$ cat src/rtl/number_hit_scheduler.sv
// Round-robin hit scheduler for the number sprites: captures hits, scores them, hides and respawns digits.
// Optional macro RANDOM_DIGITS_EN replaces the (d+3) mod 10 respawn digit with an LFSR-derived digit.
module number_hit_scheduler #(
  parameter int NUMBERS        = 3,
  parameter int RESPAWN_FRAMES = 450,
  parameter int TIMER_W        = 9,
  localparam int IDX_W         = (NUMBERS > 1) ? $clog2(NUMBERS) : 1
) (
  input  logic                    clk,
  input  logic                    resetN,
  input  logic                    startOfFrame,
  input  logic [NUMBERS-1:0]      singleHit,
  output logic [NUMBERS-1:0][3:0] numbersToShow,
  output logic [NUMBERS-1:0]      showNum,
  output logic                    scorePulse,
  output logic [3:0]              scoreValue,
  output logic [IDX_W-1:0]        grantIdx,
  output logic [15:0]             scoreTotal
);

  typedef enum logic [1:0] {IDLE, GRANT, UPDATE} state_e;

  state_e                          state_q, state_d;
  logic [IDX_W-1:0]                grant_q, grant_d;
  logic [IDX_W-1:0]                ptr_q, ptr_d;
  logic [NUMBERS-1:0]              pending_q, pending_d;
  logic [NUMBERS-1:0]              show_q, show_d;
  logic [NUMBERS-1:0][3:0]         digit_q, digit_d;
  logic [NUMBERS-1:0][TIMER_W-1:0] timer_q, timer_d;
  logic                            pulse_q, pulse_d;
  logic [3:0]                      value_q, value_d;
  logic [15:0]                     total_q, total_d;
  logic [IDX_W-1:0]                sel;
  logic                            sel_found;

  function automatic logic [15:0] sat_add(input logic [15:0] a, input logic [3:0] b);
    logic [16:0] s;
    s = {1'b0, a} + {13'b0, b};
    return s[16] ? 16'hFFFF : s[15:0];
  endfunction

`ifdef RANDOM_DIGITS_EN
  logic [7:0] lfsr_q;

  always_ff @(posedge clk or negedge resetN) begin
    if (!resetN) lfsr_q <= 8'hA5;
    else         lfsr_q <= {lfsr_q[6:0], lfsr_q[7] ^ lfsr_q[5] ^ lfsr_q[4] ^ lfsr_q[3]};
  end

  // Fold the low nibble into 0-9 and never respawn with the same digit.
  function automatic logic [3:0] next_digit(input logic [3:0] d, input logic [7:0] l);
    logic [3:0] r;
    r = (l[3:0] < 4'd10) ? l[3:0] : l[3:0] - 4'd10;
    if (r == d) r = (r == 4'd9) ? 4'd0 : r + 4'd1;
    return r;
  endfunction
`else
  function automatic logic [3:0] next_digit(input logic [3:0] d);
    return (d >= 4'd7) ? d - 4'd7 : d + 4'd3;
  endfunction
`endif

  // First pending index after the last grant, wrapping at NUMBERS.
  always_comb begin
    int idx;
    idx       = 0;
    sel       = '0;
    sel_found = 1'b0;
    for (int k = 1; k <= NUMBERS; k++) begin
      idx = (int'(ptr_q) + k) % NUMBERS;
      if (!sel_found && pending_q[idx]) begin
        sel_found = 1'b1;
        sel       = IDX_W'(idx);
      end
    end
  end

  always_comb begin
    state_d   = state_q;
    grant_d   = grant_q;
    ptr_d     = ptr_q;
    pending_d = pending_q | (singleHit & show_q);
    show_d    = show_q;
    digit_d   = digit_q;
    timer_d   = timer_q;
    pulse_d   = pulse_q;
    value_d   = value_q;
    total_d   = total_q;

    if (startOfFrame) begin
      for (int i = 0; i < NUMBERS; i++) begin
        if (timer_q[i] != '0) begin
          timer_d[i] = timer_q[i] - 1'b1;
          if (timer_q[i] == TIMER_W'(1)) show_d[i] = 1'b1;
        end
      end
    end

    // GRANT assignments come after the frame decrement so the reload wins.
    case (state_q)
      IDLE: begin
        if (sel_found) begin
          grant_d = sel;
          state_d = GRANT;
        end
      end
      GRANT: begin
        pending_d[grant_q] = 1'b0;
        show_d[grant_q]    = 1'b0;
        timer_d[grant_q]   = TIMER_W'(RESPAWN_FRAMES);
        pulse_d            = 1'b1;
        value_d            = digit_q[grant_q];
        total_d            = sat_add(total_q, digit_q[grant_q]);
        ptr_d              = grant_q;
        state_d            = UPDATE;
      end
      UPDATE: begin
        pulse_d = 1'b0;
`ifdef RANDOM_DIGITS_EN
        digit_d[grant_q] = next_digit(digit_q[grant_q], lfsr_q);
`else
        digit_d[grant_q] = next_digit(digit_q[grant_q]);
`endif
        state_d = IDLE;
      end
      default: state_d = IDLE;
    endcase
  end

  always_ff @(posedge clk or negedge resetN) begin
    if (!resetN) begin
      state_q   <= IDLE;
      grant_q   <= '0;
      ptr_q     <= IDX_W'(NUMBERS - 1);
      pending_q <= '0;
      show_q    <= '1;
      for (int i = 0; i < NUMBERS; i++) digit_q[i] <= 4'(i % 10);
      timer_q   <= '0;
      pulse_q   <= 1'b0;
      value_q   <= '0;
      total_q   <= '0;
    end else begin
      state_q   <= state_d;
      grant_q   <= grant_d;
      ptr_q     <= ptr_d;
      pending_q <= pending_d;
      show_q    <= show_d;
      digit_q   <= digit_d;
      timer_q   <= timer_d;
      pulse_q   <= pulse_d;
      value_q   <= value_d;
      total_q   <= total_d;
    end
  end

  assign numbersToShow = digit_q;
  assign showNum       = show_q;
  assign scorePulse    = pulse_q;
  assign scoreValue    = value_q;
  assign grantIdx      = (pulse_q) ? grant_q : '0;
  assign scoreTotal    = total_q;

endmodule

$ cat config.mk
export PLATFORM = sky130hd
export DESIGN_NAME = number_hit_scheduler
export DESIGN_NICKNAME = d
export VERILOG_FILES = /design/src/rtl/number_hit_scheduler.sv
export SDC_FILE = /design/constraint.sdc
export NUM_CORES = 1
export LEC_CHECK = 0
export BUFFER_PORTS_ARGS = -buffer_cell sky130_fd_sc_hd__buf_2
export CELL_PAD_IN_SITES_DETAIL_PLACEMENT = 1
export CELL_PAD_IN_SITES_GLOBAL_PLACEMENT = 2
export CORE_UTILIZATION = 40
export CTS_CLUSTER_SIZE = 8
export DETAILED_ROUTE_END_ITERATION = 6
export GPL_TIMING_DRIVEN = 0
export HOLD_SLACK_MARGIN = 0.03
export PLACE_DENSITY_LB_ADDON = 0.05
export REMOVE_ABC_BUFFERS = 1
export SLEW_MARGIN = 15
export SYNTH_ARGS = -nofsm -noshare
export SYNTH_HDL_FRONTEND = slang
export SYNTH_SLANG_ARGS = --single-unit
export TNS_END_PERCENT = 50
$ cat constraint.sdc
create_clock -name clk -period 6 [get_ports clk]
set_input_delay 0.6 -clock clk [delete_from_list [all_inputs] [get_ports clk]]
set_output_delay 0.6 -clock clk [all_outputs]
set_load 0.02 [all_outputs]
* Word-level counts from Yosys, hierarchy flattened
Cells that the tools add are included.
** Operators by class
- Add/sub/neg operators :: 9
- $mul :: 0
- Divide/modulo/power cells :: 3
- Order comparisons :: 6
- Eq/ne operators :: 6
- Shifts and indexed selects :: 0
- Muxes and demuxes :: 44
- Bitwise operators :: 8
- Reduce and logical (&&, ||, !) cells :: 11
** Operator list (number)
- $lt 32x4->1 const B :: 3
- $mod 32x3->32 const B :: 3
- $mux 27 :: 2
- $mux 9 :: 4
- $eq 9x1->1 const B :: 3
- $reduce_bool 9->1 :: 3
- $sub 9x1->9 const B :: 3
- $demux 9 s2 :: 1
- $add 16x4->17 :: 1
- $mux 1 :: 16
- $mux 16 :: 1
- $and 15x15->15 :: 1
- $not 15->15 :: 1
- $bwmux 12 :: 1
- $mux 4 :: 3
- $or 12x12->12 :: 1
- $mux 2 :: 5
- $and 3x3->3 :: 3
- $mux 3 :: 3
- $bmux 4 s2 :: 1
- $demux 4 s2 :: 1
- $add 2x2->3 const B :: 2
- $bmux 1 s2 :: 3
- $add 4x2->4 const B :: 1
- 18 further kinds :: 21
** Storage, ports and cells
- Flip-flop bits (word level) :: 72
- Latch bits :: 0
- Bits in writable memories :: 0
- ROM bits :: 0
- Input port bits :: 6
- Output and inout port bits :: 38
- Logic and storage cells :: 101
- Memories kept :: 0

* Logic depth before layout (Yosys ltp)
Gate-level depths: netlist of run 1.
- Word-level depth :: 14
- Gate-level depth with buffers :: 11
- Gate-level depth less buffers :: 9

* Worst setup path after synthesis of run 1
No wires, ideal clock.
- Kind :: reg2reg
- Start point :: register grant_q[1]
- End point :: register total_q[6], in the netlist scoreTotal[6]
- Setup time :: 0.150 ns
- Arrival :: 2.357 ns
- Data required time :: 5.850 ns
- Slack :: 3.493 ns
- Cell stages (with the launch flop) :: 12
- Path buffers :: 2
- Clock period less this slack :: 2.507 ns
- Cell sequence :: dfrtp_1 buf_2 mux2i_1 o2bb2ai_1 ha_1 fa_1 a21o_1 a21o_1 and2_1 clkbuf_1 a31oi_1 a41oi_1
** Between the ends
- Longest elaborated chain between the ends :: 4
** Ends and longest elaborated chain
- start: declaration :: RTL line 24 : logic [IDX_W-1:0] grant_q, grant_d;
- start signal: assignment :: RTL line 144 : grant_q <= grant_d;
- $bmux 4 s2 :: RTL line 113 : total_d = sat_add(total_q, digit_q[grant_q]);
- $mux 4 (not written as such) :: RTL line 113
- $add 16x4->17 :: RTL line 38 : s = {1'b0, a} + {13'b0, b};
- $mux 16 :: RTL line 39 : return s[16] ? 16'hFFFF : s[15:0];
- end signal: assignment :: RTL line 152 : total_q <= total_d;
- end: declaration :: RTL line 32 : logic [15:0] total_q, total_d;
Every way passes these cells. The select of a mux whose other input is x is not followed.
A chain may end at the register's enable or synchronous reset.

* Worst setup path after layout of run 1
- Start point :: register grant_q[1]
- End point :: register total_q[7], in the netlist scoreTotal[7]
The elaborated chain is that of the path after synthesis.

==> flow_metrics.env, run 1 <==
export IMPL_grt_pass1_wl_um=15600
export IMPL_hold_path_class="primary input to async pin"
export IMPL_syn_inst=389
export IMPL_placedCellCount=551
export IMPL_postSynthAreaPerCell_um2=9.97
export IMPL_clkSinkCount=72
export IMPL_required_ns=6.24
export IMPL_die_w_um=100
export IMPL_antenna_left=0
export IMPL_diodes=0
export IMPL_crit_family="compound AO/OA/AOI/OAI gates"
export IMPL_power_density_mw_per_mm2=464
export IMPL_drt_iter0_markers=78
export IMPL_row_count=35
export IMPL_die_y_um=100
export IMPL_p_leak_uw=0.00203
export IMPL_start_util_pct=41.6
export IMPL_route_detailed_drc=0
export IMPL_cp_end_kind="register"
export IMPL_dp_hpwl_um=6520
export IMPL_synth_area_mux_share_pct=3.29
export IMPL_finalPower_uw=2050
export IMPL_fin_tns_setup_ns=0
export IMPL_synth_ff_type="dfrtp_1"
export IMPL_setup_violations=0
export IMPL_drv_slew=0
export IMPL_layout_commonest_cell="dfrtp_1"
export IMPL_timing_slew_headroom_pct=36.8
export IMPL_cp_cell_sequence="and2b_1 -> a2bb2oi_1 -> inv_1 -> ha_1 -> nand3_1 -> o211ai_1 -> nand4_1 -> xor2_1 -> nand2_1"
export IMPL_synthAdderAreaFrac_pct=6.97
export IMPL_grt_pass1_vias=3186
export IMPL_cp_max_fo=12
export IMPL_cts_tree="done"
export IMPL_cts_root_buf="clkbuf_8"
export IMPL_grt_max_degree=46
export IMPL_wire_per_inst_um=15.7
export IMPL_vias=3012
export IMPL_nFillCells=1090
export IMPL_postSynthRegisterBits=72
export IMPL_wl_um=8930
export IMPL_finalWeightedCongestion=0.720
export IMPL_cts_made_buffers=9
export IMPL_status="finished clean"
export IMPL_yosys_area_share_simple_pct=17.5
export IMPL_core_area_mm2=0.00933
export IMPL_vdd_drop_max_v=0.000233
export IMPL_fin_cells=567
export IMPL_fin_nets=460
export IMPL_synth_cell_types=59
export IMPL_finalHoldViolations=0
export IMPL_fin_skew_ns=0.00955
export IMPL_crit_slowest_cell="dfrtp_1"
export IMPL_final_min_clock_period_ns=3.04
export IMPL_rsz0062_at_grt="false"
export IMPL_clock_latency_ns=0.35
export IMPL_antenna_found_initial=0
export IMPL_ctsResizeCount=0
export IMPL_synth_top_family_by_area="simple AND/OR/NAND/NOR gates"
export IMPL_yosysSeqAreaShare_pct=46.6
export IMPL_htreeDepth=3
export IMPL_synth_edff_count=0
export IMPL_drive_gt1_share_pct=18.3
export IMPL_fin_crit_sh_pct=50.7
export IMPL_gr_total_overflow=0
export IMPL_layout_common_cells="66 x dfrtp_1, 42 x buf_2, 38 x nand2_1"
export IMPL_synth_xor_area_share_pct=5.42
export IMPL_synth_warnings=0
export IMPL_synth_compound_area_share_pct=16.6
export IMPL_via_per_inst=5.31
export IMPL_portBuffers=43
export IMPL_post_cts_buffers=0
export IMPL_io_pins=44
export IMPL_start_kind="register"
export IMPL_grt_usage_pct=19.7
export IMPL_synth_area_mm2=0.00388
export IMPL_clkSlewWorstSetupHoldPaths_ns=0.08
export IMPL_arrival_ns=3.28
export IMPL_cts_buffer_depth=2
export IMPL_cp_num_buf_inv=1
export IMPL_synthArstFlopShare_pct=100
export IMPL_max_cap_viol_count=0
export IMPL_holdBufCountCts=0
export IMPL_worst_pin_slew_ns=0.948
export IMPL_die_area_mm2=0.0101
export IMPL_fmax_mhz=329
export IMPL_slowest_delay_ns=0.65
export IMPL_path_class="register to register"
export IMPL_dr_pass1_iters=4
export IMPL_area_growth_pct=13.8
==> final timing paths <==
kind | endpoint | slack, ns | start | depth (start not counted)
worst max register to register | scoreTotal[7]$_DFFE_PN0N_ | 2.96 | grant_q[1]$_DFFE_PN0P_ | 9
worst min register to register | numbersToShow[9]$_DFFE_PN1P_ | 0.48 | numbersToShow[9]$_DFFE_PN1P_ | 2
worst max-delay path | scoreTotal[7]$_DFFE_PN0N_ | 2.96 | grant_q[1]$_DFFE_PN0P_ | 9
min in group clk | numbersToShow[9]$_DFFE_PN1P_ | 0.48 | numbersToShow[9]$_DFFE_PN1P_ | 2
worst min-delay path | timer_q[21]$_DFF_PN0_ | 0.17 | resetN | 1
max in group asynchronous | ptr_q[1]$_DFFE_PN1N_ | 5.20 | resetN | 2
==> area by class of cell <==
cell class              instances  area, µm²  area share (%)
inverters                      25       93.8            2.13
flip-flops and latches         72       1810            41.0
multi-input cells             281       1930            43.8
clock inverters                 1       5.00           0.113
well taps                     129        161            3.66
repair buffers                 44        245            5.56
clock buffers                  15        166            3.77
==> cells in the mapped netlist, drive strengths merged (3+ instances only) <==
| cell type | n | share of area (%) |
|---|---|---|
| xor2 | 12 | 2.7 |
| nor4 | 5 | 0.97 |
| o22a | 4 | 0.90 |
| xnor2 | 12 | 2.7 |
| nor2b | 4 | 0.65 |
| mux2i | 6 | 1.5 |
| a21oi | 24 | 3.1 |
| o211ai | 3 | 0.58 |
| a21o | 3 | 0.58 |
| nand4 | 5 | 0.97 |
| or3 | 6 | 1.1 |
| ha | 20 | 6.5 |
| nand3 | 11 | 1.4 |
| mux2 | 6 | 1.7 |
| and3 | 6 | 0.97 |
| and2 | 3 | 0.48 |
| o21ai | 19 | 2.5 |
| o41ai | 5 | 2.1 |
| a211oi | 3 | 0.71 |
| a41oi | 3 | 0.68 |
| dfrtp | 66 | 43 |
| dfstp | 6 | 4.1 |
| inv | 25 | 2.4 |
| nand2 | 38 | 3.7 |
| clkbuf | 9 | 0.87 |
| o31ai | 3 | 0.58 |
| nor2 | 35 | 3.4 |
| nor3 | 10 | 1.3 |
| a31oi | 9 | 1.5 |
==> report_power, final <==
group	internal [µW]	switching [µW]	total, µW
clock	173	180	354
combinational	355	541	896
sequential	641	156	796
total	1170	877	2050
==> cell families after synthesis <==
family,Yosys count
AO/OA/AOI/OAI,89
XOR/XNOR,24
adder cells (fa/ha/maj),21
buffers and inverters,36
flip-flops,72
multiplexers,12
AND/OR/NAND/NOR,135
==> registers in the layout, summed over array words and instances, names as in the netlist <==
| name | flops |
|---|---|
| timer_q | 27 |
| scoreTotal | 16 |
| scoreValue | 4 |
| ptr_q | 2 |
| numbersToShow | 12 |
| state_q | 2 |
| grant_q | 2 |
| scorePulse | 1 |
| showNum | 3 |
| pending_q | 3 |
==> layer usage <==
layer	global-route usage (%)	wire, µm	part of all wire, %	vias up
met5	0	0	0	-
met4	5.69	116	1.3	0
met3	3.54	171	1.9	10
met2	32.9	4250	48	34
met1	26.1	4390	49	1508
li1	-	-	-	1460
==> stage by stage <==
| stage | setup WS [ns] | hold slack (ns) | cell area (µm²) | util [%] |
|---|---|---|---|---|
| final | 2.96 | 0.171 | 4410 | 47.3 |
| after global routing | 2.64 | 0.185 | 4410 | 47.3 |
| after CTS | 2.90 | 0.174 | 4410 | 47.3 |
| after detailed placement | 2.92 | 0.475 | 4240 | 45.5 |
| after global placement | 2.89 | 0.463 | 4210 | 45.2 |
| after floorplan | 3.47 | 0.304 | 3830 | - |
Note: power is estimated with default switching activity, not from simulation.
==> run 2: changes to the inputs <==
--- a/config.mk
+++ b/config.mk
@@ -8,7 +8,7 @@
 export BUFFER_PORTS_ARGS = -buffer_cell sky130_fd_sc_hd__buf_2
 export CELL_PAD_IN_SITES_DETAIL_PLACEMENT = 1
 export CELL_PAD_IN_SITES_GLOBAL_PLACEMENT = 2
-export CORE_UTILIZATION = 40
+export CORE_UTILIZATION = 37
 export CTS_CLUSTER_SIZE = 8
 export DETAILED_ROUTE_END_ITERATION = 6
 export GPL_TIMING_DRIVEN = 0
==> constraint.sdc (replaced) <==
create_clock -name clk -period 3 [get_ports clk]
set_input_delay 0.3 -clock clk [delete_from_list [all_inputs] [get_ports clk]]
set_output_delay 0.3 -clock clk [all_outputs]
set_load 0.02 [all_outputs]
==> flow_metrics.env, run 2 (synthesis results as in run 1) <==
export IMPL_cts_root_buf="clkbuf_8"
export IMPL_setup_ws_ns=0.256
export IMPL_wire_per_inst_um=15.7
export IMPL_arrival_ns=2.98
export IMPL_layout_commonest_cell="dfrtp_1"
export IMPL_p_leak_uw=0.00205
export IMPL_route_detailed_drc=0
export IMPL_reg2reg_from="grant_q[1]$_DFFE_PN0P_"
export IMPL_required_ns=3.24
export IMPL_seq_power_share_pct=38.8
export IMPL_clkSinkCount=72
export IMPL_die_area_mm2=0.0109
export IMPL_cp_end_kind="register"
export IMPL_htreeDepth=3
export IMPL_fin_crit_sh_pct=91.5
export IMPL_portBuffers=43
export IMPL_worst_pin_slew_ns=0.961
export IMPL_rsz0062_at_grt="false"
export IMPL_cts_tree="done"
export IMPL_path_class="register to register"
export IMPL_die_y_um=104
export IMPL_grt_max_degree=40
export IMPL_rr_worst_depth=9
export IMPL_power_density_mw_per_mm2=918
export IMPL_dp_hpwl_um=6480
export IMPL_clockPowerShare_pct=17.1
export IMPL_hold_ws_ns=0.207
export IMPL_hold_end="pending_q[0]$_DFF_PN0_"
export IMPL_drt_iter0_markers=94
export IMPL_power_switching_uw=1760
export IMPL_nFillCells=1202
export IMPL_area_growth_pct=15.1
export IMPL_setup_violations=0
export IMPL_max_cap_viol_count=0
export IMPL_hold_path_class="primary input to register"
export IMPL_core_area_mm2=0.0102
export IMPL_largest_reg_flops=27
export IMPL_fin_skew_ns=0.0107
export IMPL_hold_depth=3
export IMPL_pre_cts_slack_ns=-0.0831
export IMPL_finalHoldViolations=0
export IMPL_worstHoldStart="singleHit[0]"
export IMPL_worstReg2RegEnd="scoreTotal[11]$_DFFE_PN0N_"
export IMPL_finish_utilization_pct=43.6
export IMPL_drv_slew=0
export IMPL_dr_pass1_iters=4
export IMPL_clkSlewWorstSetupHoldPaths_ns=0.08
export IMPL_cts_buffer_depth=2
export IMPL_switching_share_pct=42.9
export IMPL_timing_slew_headroom_pct=35.9
export IMPL_start_kind="register"
export IMPL_p_comb_share_pct=44.1
export IMPL_vias=3045
export IMPL_placed_area_mm2=0.00424
export IMPL_intPower_uw=2340
export IMPL_grt_pass1_vias=3117
export IMPL_layout_common_cells="65 x dfrtp_1, 42 x buf_2, 38 x nand2_1"
export IMPL_antenna_found_initial=0
export IMPL_gr_total_overflow=0
export IMPL_grt_pass1_wl_um=15500
export IMPL_via_per_inst=5.27
export IMPL_die_w_um=104
export IMPL_cp_max_fo=8
export IMPL_fin_nets=465
export IMPL_status="finished clean"
export IMPL_vdd_drop_max_v=0.000414
export IMPL_wl_um=9090
export IMPL_diodes=0
export IMPL_drive_gt1_share_pct=19.2
export IMPL_row_count=37
export IMPL_start_util_pct=37.9
export IMPL_largest_register="timer_q"
export IMPL_final_area_mm2=0.00446
export IMPL_fmax_mhz=364
export IMPL_finalWeightedCongestion=0.784
export IMPL_rrSetupSlack_ns=0.26
export IMPL_grt_usage_pct=17.9
export IMPL_antenna_left=0
export IMPL_io_pins=44
export IMPL_clock_latency_ns=0.35
export IMPL_final_min_clock_period_ns=2.74
export IMPL_cts_made_buffers=9
[run 2: cell types whose count changed in the layout (fill, tap and decap cells not counted), sizes merged]
| cell | before | now |
|---|---|---|
| dlygate4sd3 | 0 | 1 |
| clkbuf | 15 | 14 |
| buf | 44 | 48 |
[run 2: worst max path at each step]
| stage | end | slack, ns | from |
|---|---|---|---|
| 2_1_floorplan | scoreTotal[6]$_DFFE_PN0N_ | 0.47 | grant_q[1]$_DFFE_PN0P_ |
| 3_3_place_gp | scoreTotal[7]$_DFFE_PN0N_ | -0.08 | grant_q[1]$_DFFE_PN0P_ |
| 3_5_place_dp | scoreTotal[11]$_DFFE_PN0N_ | -0.08 | grant_q[1]$_DFFE_PN0P_ |
| 4_1_cts | scoreTotal[11]$_DFFE_PN0N_ | 0.02 | grant_q[1]$_DFFE_PN0P_ |
| 5_1_grt | scoreTotal[6]$_DFFE_PN0N_ | 0.02 | grant_q[1]$_DFFE_PN0P_ |
| 6_report | scoreTotal[11]$_DFFE_PN0N_ | 0.26 | grant_q[1]$_DFFE_PN0P_ |
[run 2: per-stage QoR]
stage,power [µW],TNS (ns),instances
detailed placement,3420,-0.209,558
CTS,4160,0,575
finish,4100,0,578
global route,4470,0,578
global placement,3370,-0.312,557
floorplan,2890,0,378
[run 2: cell type report]
| class | instances | area, µm² | share of cell area (%) |
|---|---|---|---|
| inverter | 25 | 93.8 | 2.10 |
| multi-input combinational | 281 | 1930 | 43.3 |
| clock buffer | 14 | 163 | 3.64 |
| timing repair buffer | 49 | 290 | 6.50 |
| sequential | 72 | 1810 | 40.6 |
| tap | 136 | 170 | 3.81 |
| clock inverter | 1 | 5.00 | 0.112 |
[run 2: worst max-delay path: stages (launching register included)]
cell and delay, ns:
dfrtp_2 0.47, and2b_1 0.29, o2bb2ai_1 0.24, ha_1 0.26, fa_1 0.43, a21o_1 0.20, a21o_1 0.20, and2_1 0.24
nand2_1 0.21, nand2_1 0.08
[run 2: what timing repair did]
| action | in CTS | in global routing |
|---|---|---|
| pin swaps | 1 | 0 |
| gates cloned | 0 | 0 |
| gates resized for setup | 0 | 1 |
| hold buffers | 1 | 0 |
| setup buffers | 1 | 3 |
| endpoints found under the hold margin | 29 | 0 |
| endpoints found under the setup margin | 5 | 14 |
[run 2: layer usage]
| metal | GRT usage, % | share of wire [%] |
|---|---|---|
| met5 | 0 | 0 |
| met1 | 24.2 | 49 |
| met4 | 6.43 | 1.0 |
| met3 | 3.82 | 2.7 |
| met2 | 28.1 | 47 |
[run 2: power groups by stage]
stage | Clock (µW) | Sequential, µW | Combinational [µW]
4_1_cts | 736 | 1590 | 1830
3_5_place_dp | 0 | 1610 | 1810
5_1_grt | 782 | 1650 | 2040
3_3_place_gp | 0 | 1600 | 1770
2_1_floorplan | 0 | 1680 | 1220
6_report | 699 | 1590 | 1810
==> run 3: changes to the inputs <==
--- a/config.mk
+++ b/config.mk
@@ -8,13 +8,14 @@
 export BUFFER_PORTS_ARGS = -buffer_cell sky130_fd_sc_hd__buf_2
 export CELL_PAD_IN_SITES_DETAIL_PLACEMENT = 1
 export CELL_PAD_IN_SITES_GLOBAL_PLACEMENT = 2
-export CORE_UTILIZATION = 37
+export CORE_UTILIZATION = 40
 export CTS_CLUSTER_SIZE = 8
 export DETAILED_ROUTE_END_ITERATION = 6
 export GPL_TIMING_DRIVEN = 0
 export HOLD_SLACK_MARGIN = 0.03
 export PLACE_DENSITY_LB_ADDON = 0.05
 export REMOVE_ABC_BUFFERS = 1
+export SETUP_SLACK_MARGIN = 0.05
 export SLEW_MARGIN = 15
 export SYNTH_ARGS = -nofsm -noshare
 export SYNTH_HDL_FRONTEND = slang
==> constraint.sdc (replaced) <==
create_clock -name clk -period 3.3 [get_ports clk]
set_input_delay 0.33 -clock clk [delete_from_list [all_inputs] [get_ports clk]]
set_output_delay 0.33 -clock clk [all_outputs]
set_load 0.02 [all_outputs]
==> flow_metrics.env, run 3 (synthesis results as in run 1) <==
export IMPL_status="finished clean"
export IMPL_start_kind="register"
export IMPL_diodes=0
export IMPL_cpMostUsedCell="a21o_1"
export IMPL_drv_slew=0
export IMPL_vdd_drop_max_v=0.000422
export IMPL_finalPower_uw=3720
export IMPL_fin_crit_sh_pct=91.6
export IMPL_worst_pin_slew_ns=0.950
export IMPL_final_min_clock_period_ns=3.02
export IMPL_fin_nets=462
export IMPL_finalHoldViolations=0
export IMPL_p_leak_uw=0.00203
export IMPL_row_count=35
export IMPL_crit_slowest_cell="dfrtp_1"
export IMPL_grt_max_degree=46
export IMPL_clockPowerShare_pct=17.3
export IMPL_antenna_left=0
export IMPL_intPower_uw=2130
export IMPL_hold_ws_ns=0.225
export IMPL_placedCellCount=551
export IMPL_timing_slew_headroom_pct=36.7
export IMPL_hold_path_class="primary input to register"
export IMPL_seq_power_share_pct=38.9
export IMPL_io_pins=44
export IMPL_dr_pass1_iters=4
export IMPL_arrival_ns=3.23
export IMPL_cp_end_kind="register"
export IMPL_start_util_pct=41.6
export IMPL_dp_hpwl_um=6520
export IMPL_area_growth_pct=14.2
export IMPL_core_area_mm2=0.00933
export IMPL_die_area_mm2=0.0101
export IMPL_antenna_found_initial=0
export IMPL_finalWeightedCongestion=0.720
export IMPL_fin_tns_setup_ns=0
export IMPL_required_ns=3.51
export IMPL_wire_per_inst_um=15.7
export IMPL_gr_total_overflow=0
export IMPL_fmax_mhz=331
export IMPL_fin_skew_ns=0.00880
export IMPL_nFillCells=1089
export IMPL_drive_gt1_share_pct=18.4
export IMPL_largest_reg_flops=27
export IMPL_wl_um=8950
export IMPL_clkSinkCount=72
export IMPL_die_w_um=100
export IMPL_cts_tree="done"
export IMPL_grt_pass1_vias=3198
export IMPL_drt_iter0_markers=65
export IMPL_clock_latency_ns=0.35
export IMPL_power_switching_uw=1590
export IMPL_cp_max_fo=12
export IMPL_setup_violations=0
export IMPL_cts_buffer_depth=2
export IMPL_clkSlewWorstSetupHoldPaths_ns=0.08
export IMPL_layout_commonest_cell="dfrtp_1"
export IMPL_layout_common_cells="66 x dfrtp_1, 42 x buf_2, 38 x nand2_1"
export IMPL_rsz0062_at_grt="false"
export IMPL_slowest_delay_ns=0.65
export IMPL_finish_utilization_pct=47.5
export IMPL_die_y_um=100
export IMPL_cts_root_buf="clkbuf_8"
export IMPL_vias=3022
export IMPL_power_density_mw_per_mm2=841
export IMPL_path_class="register to register"
export IMPL_p_comb_share_pct=43.8
export IMPL_grt_pass1_wl_um=15600
export IMPL_route_detailed_drc=0
export IMPL_fin_cells=569
export IMPL_via_per_inst=5.31
export IMPL_portBuffers=43
export IMPL_max_cap_viol_count=0
export IMPL_switching_share_pct=42.8
export IMPL_htreeDepth=3
export IMPL_cp_cell_sequence="and2b_1 -> o2bb2ai_1 -> ha_1 -> fa_1 -> a21o_1 -> a21o_1 -> and2_1 -> a31oi_1 -> a41oi_1"
export IMPL_grt_usage_pct=19.7
export IMPL_largest_register="timer_q"
export IMPL_cts_made_buffers=9
==> run 3: worst paths after layout <==
path / start / end / slack [ns] / cells past startpoint
setup / recovery: grant_q[1]$_DFFE_PN0P_ / scoreTotal[6]$_DFFE_PN0N_ / 0.28 / 9
hold / removal: singleHit[1] / pending_q[1]$_DFF_PN0_ / 0.23 / 3
setup reg to reg: grant_q[1]$_DFFE_PN0P_ / scoreTotal[6]$_DFFE_PN0N_ / 0.28 / 9
hold reg to reg: numbersToShow[9]$_DFFE_PN1P_ / numbersToShow[9]$_DFFE_PN1P_ / 0.48 / 2
max in group asynchronous: resetN / ptr_q[1]$_DFFE_PN1N_ / 2.23 / 3
min in group asynchronous: resetN / timer_q[21]$_DFF_PN0_ / 0.45 / 2
==> run 3: worst max-delay path, delay by kind of cell (launching register included) <==
family / cells / cell delay, ns
compound gates: 5 / 0.96
fa+ha+maj: 2 / 0.68
flops: 1 / 0.65
simple gates: 2 / 0.58
==> run 3: cell type report <==
type                       count  area, µm²  area share [%]
clock buffer                  15        166            3.76
clock inverter                 1       5.00           0.113
inverter                      25       93.8            2.12
multi-input combinational    281       1930            43.6
sequential                    72       1810            40.8
tap                          129        161            3.64
timing repair buffer          46        263            5.93
==> run 3: layer usage <==
metal / up-vias / global-route usage (%) / wire (µm)
met5: - / 0 / 0
met4: 0 / 5.69 / 116
met3: 10 / 3.54 / 168
met2: 34 / 33.0 / 4280
met1: 1514 / 26.1 / 4380
li1: 1464 / - / -
==> run 3: power by group through the flow <==
stage               logic, µW  registers [µW]  clock network, µW
global route             1850            1500                703
floorplan                1110            1520                  0
global placement         1590            1450                  0
CTS                      1660            1450                669
finish                   1630            1450                644
detailed placement       1650            1470                  0
==> run 3: through the flow <==
step | instance area, µm² | setup slack (ns)
2_1_floorplan | 3830 | 0.768
3_3_place_gp | 4210 | 0.195
3_5_place_dp | 4240 | 0.218
4_1_cts | 4420 | 0.200
5_1_grt | 4430 | 0.102
6_report | 4430 | 0.277
==> run 3: timing repair <==
| action | CTS | global route |
|---|---|---|
| gates resized for setup | 0 | 0 |
| buffers inserted | 0 | 1 |
| endpoints found under the hold margin | 23 | 0 |
| endpoints found under the setup margin | 0 | 5 |
| hold buffers | 1 | 0 |
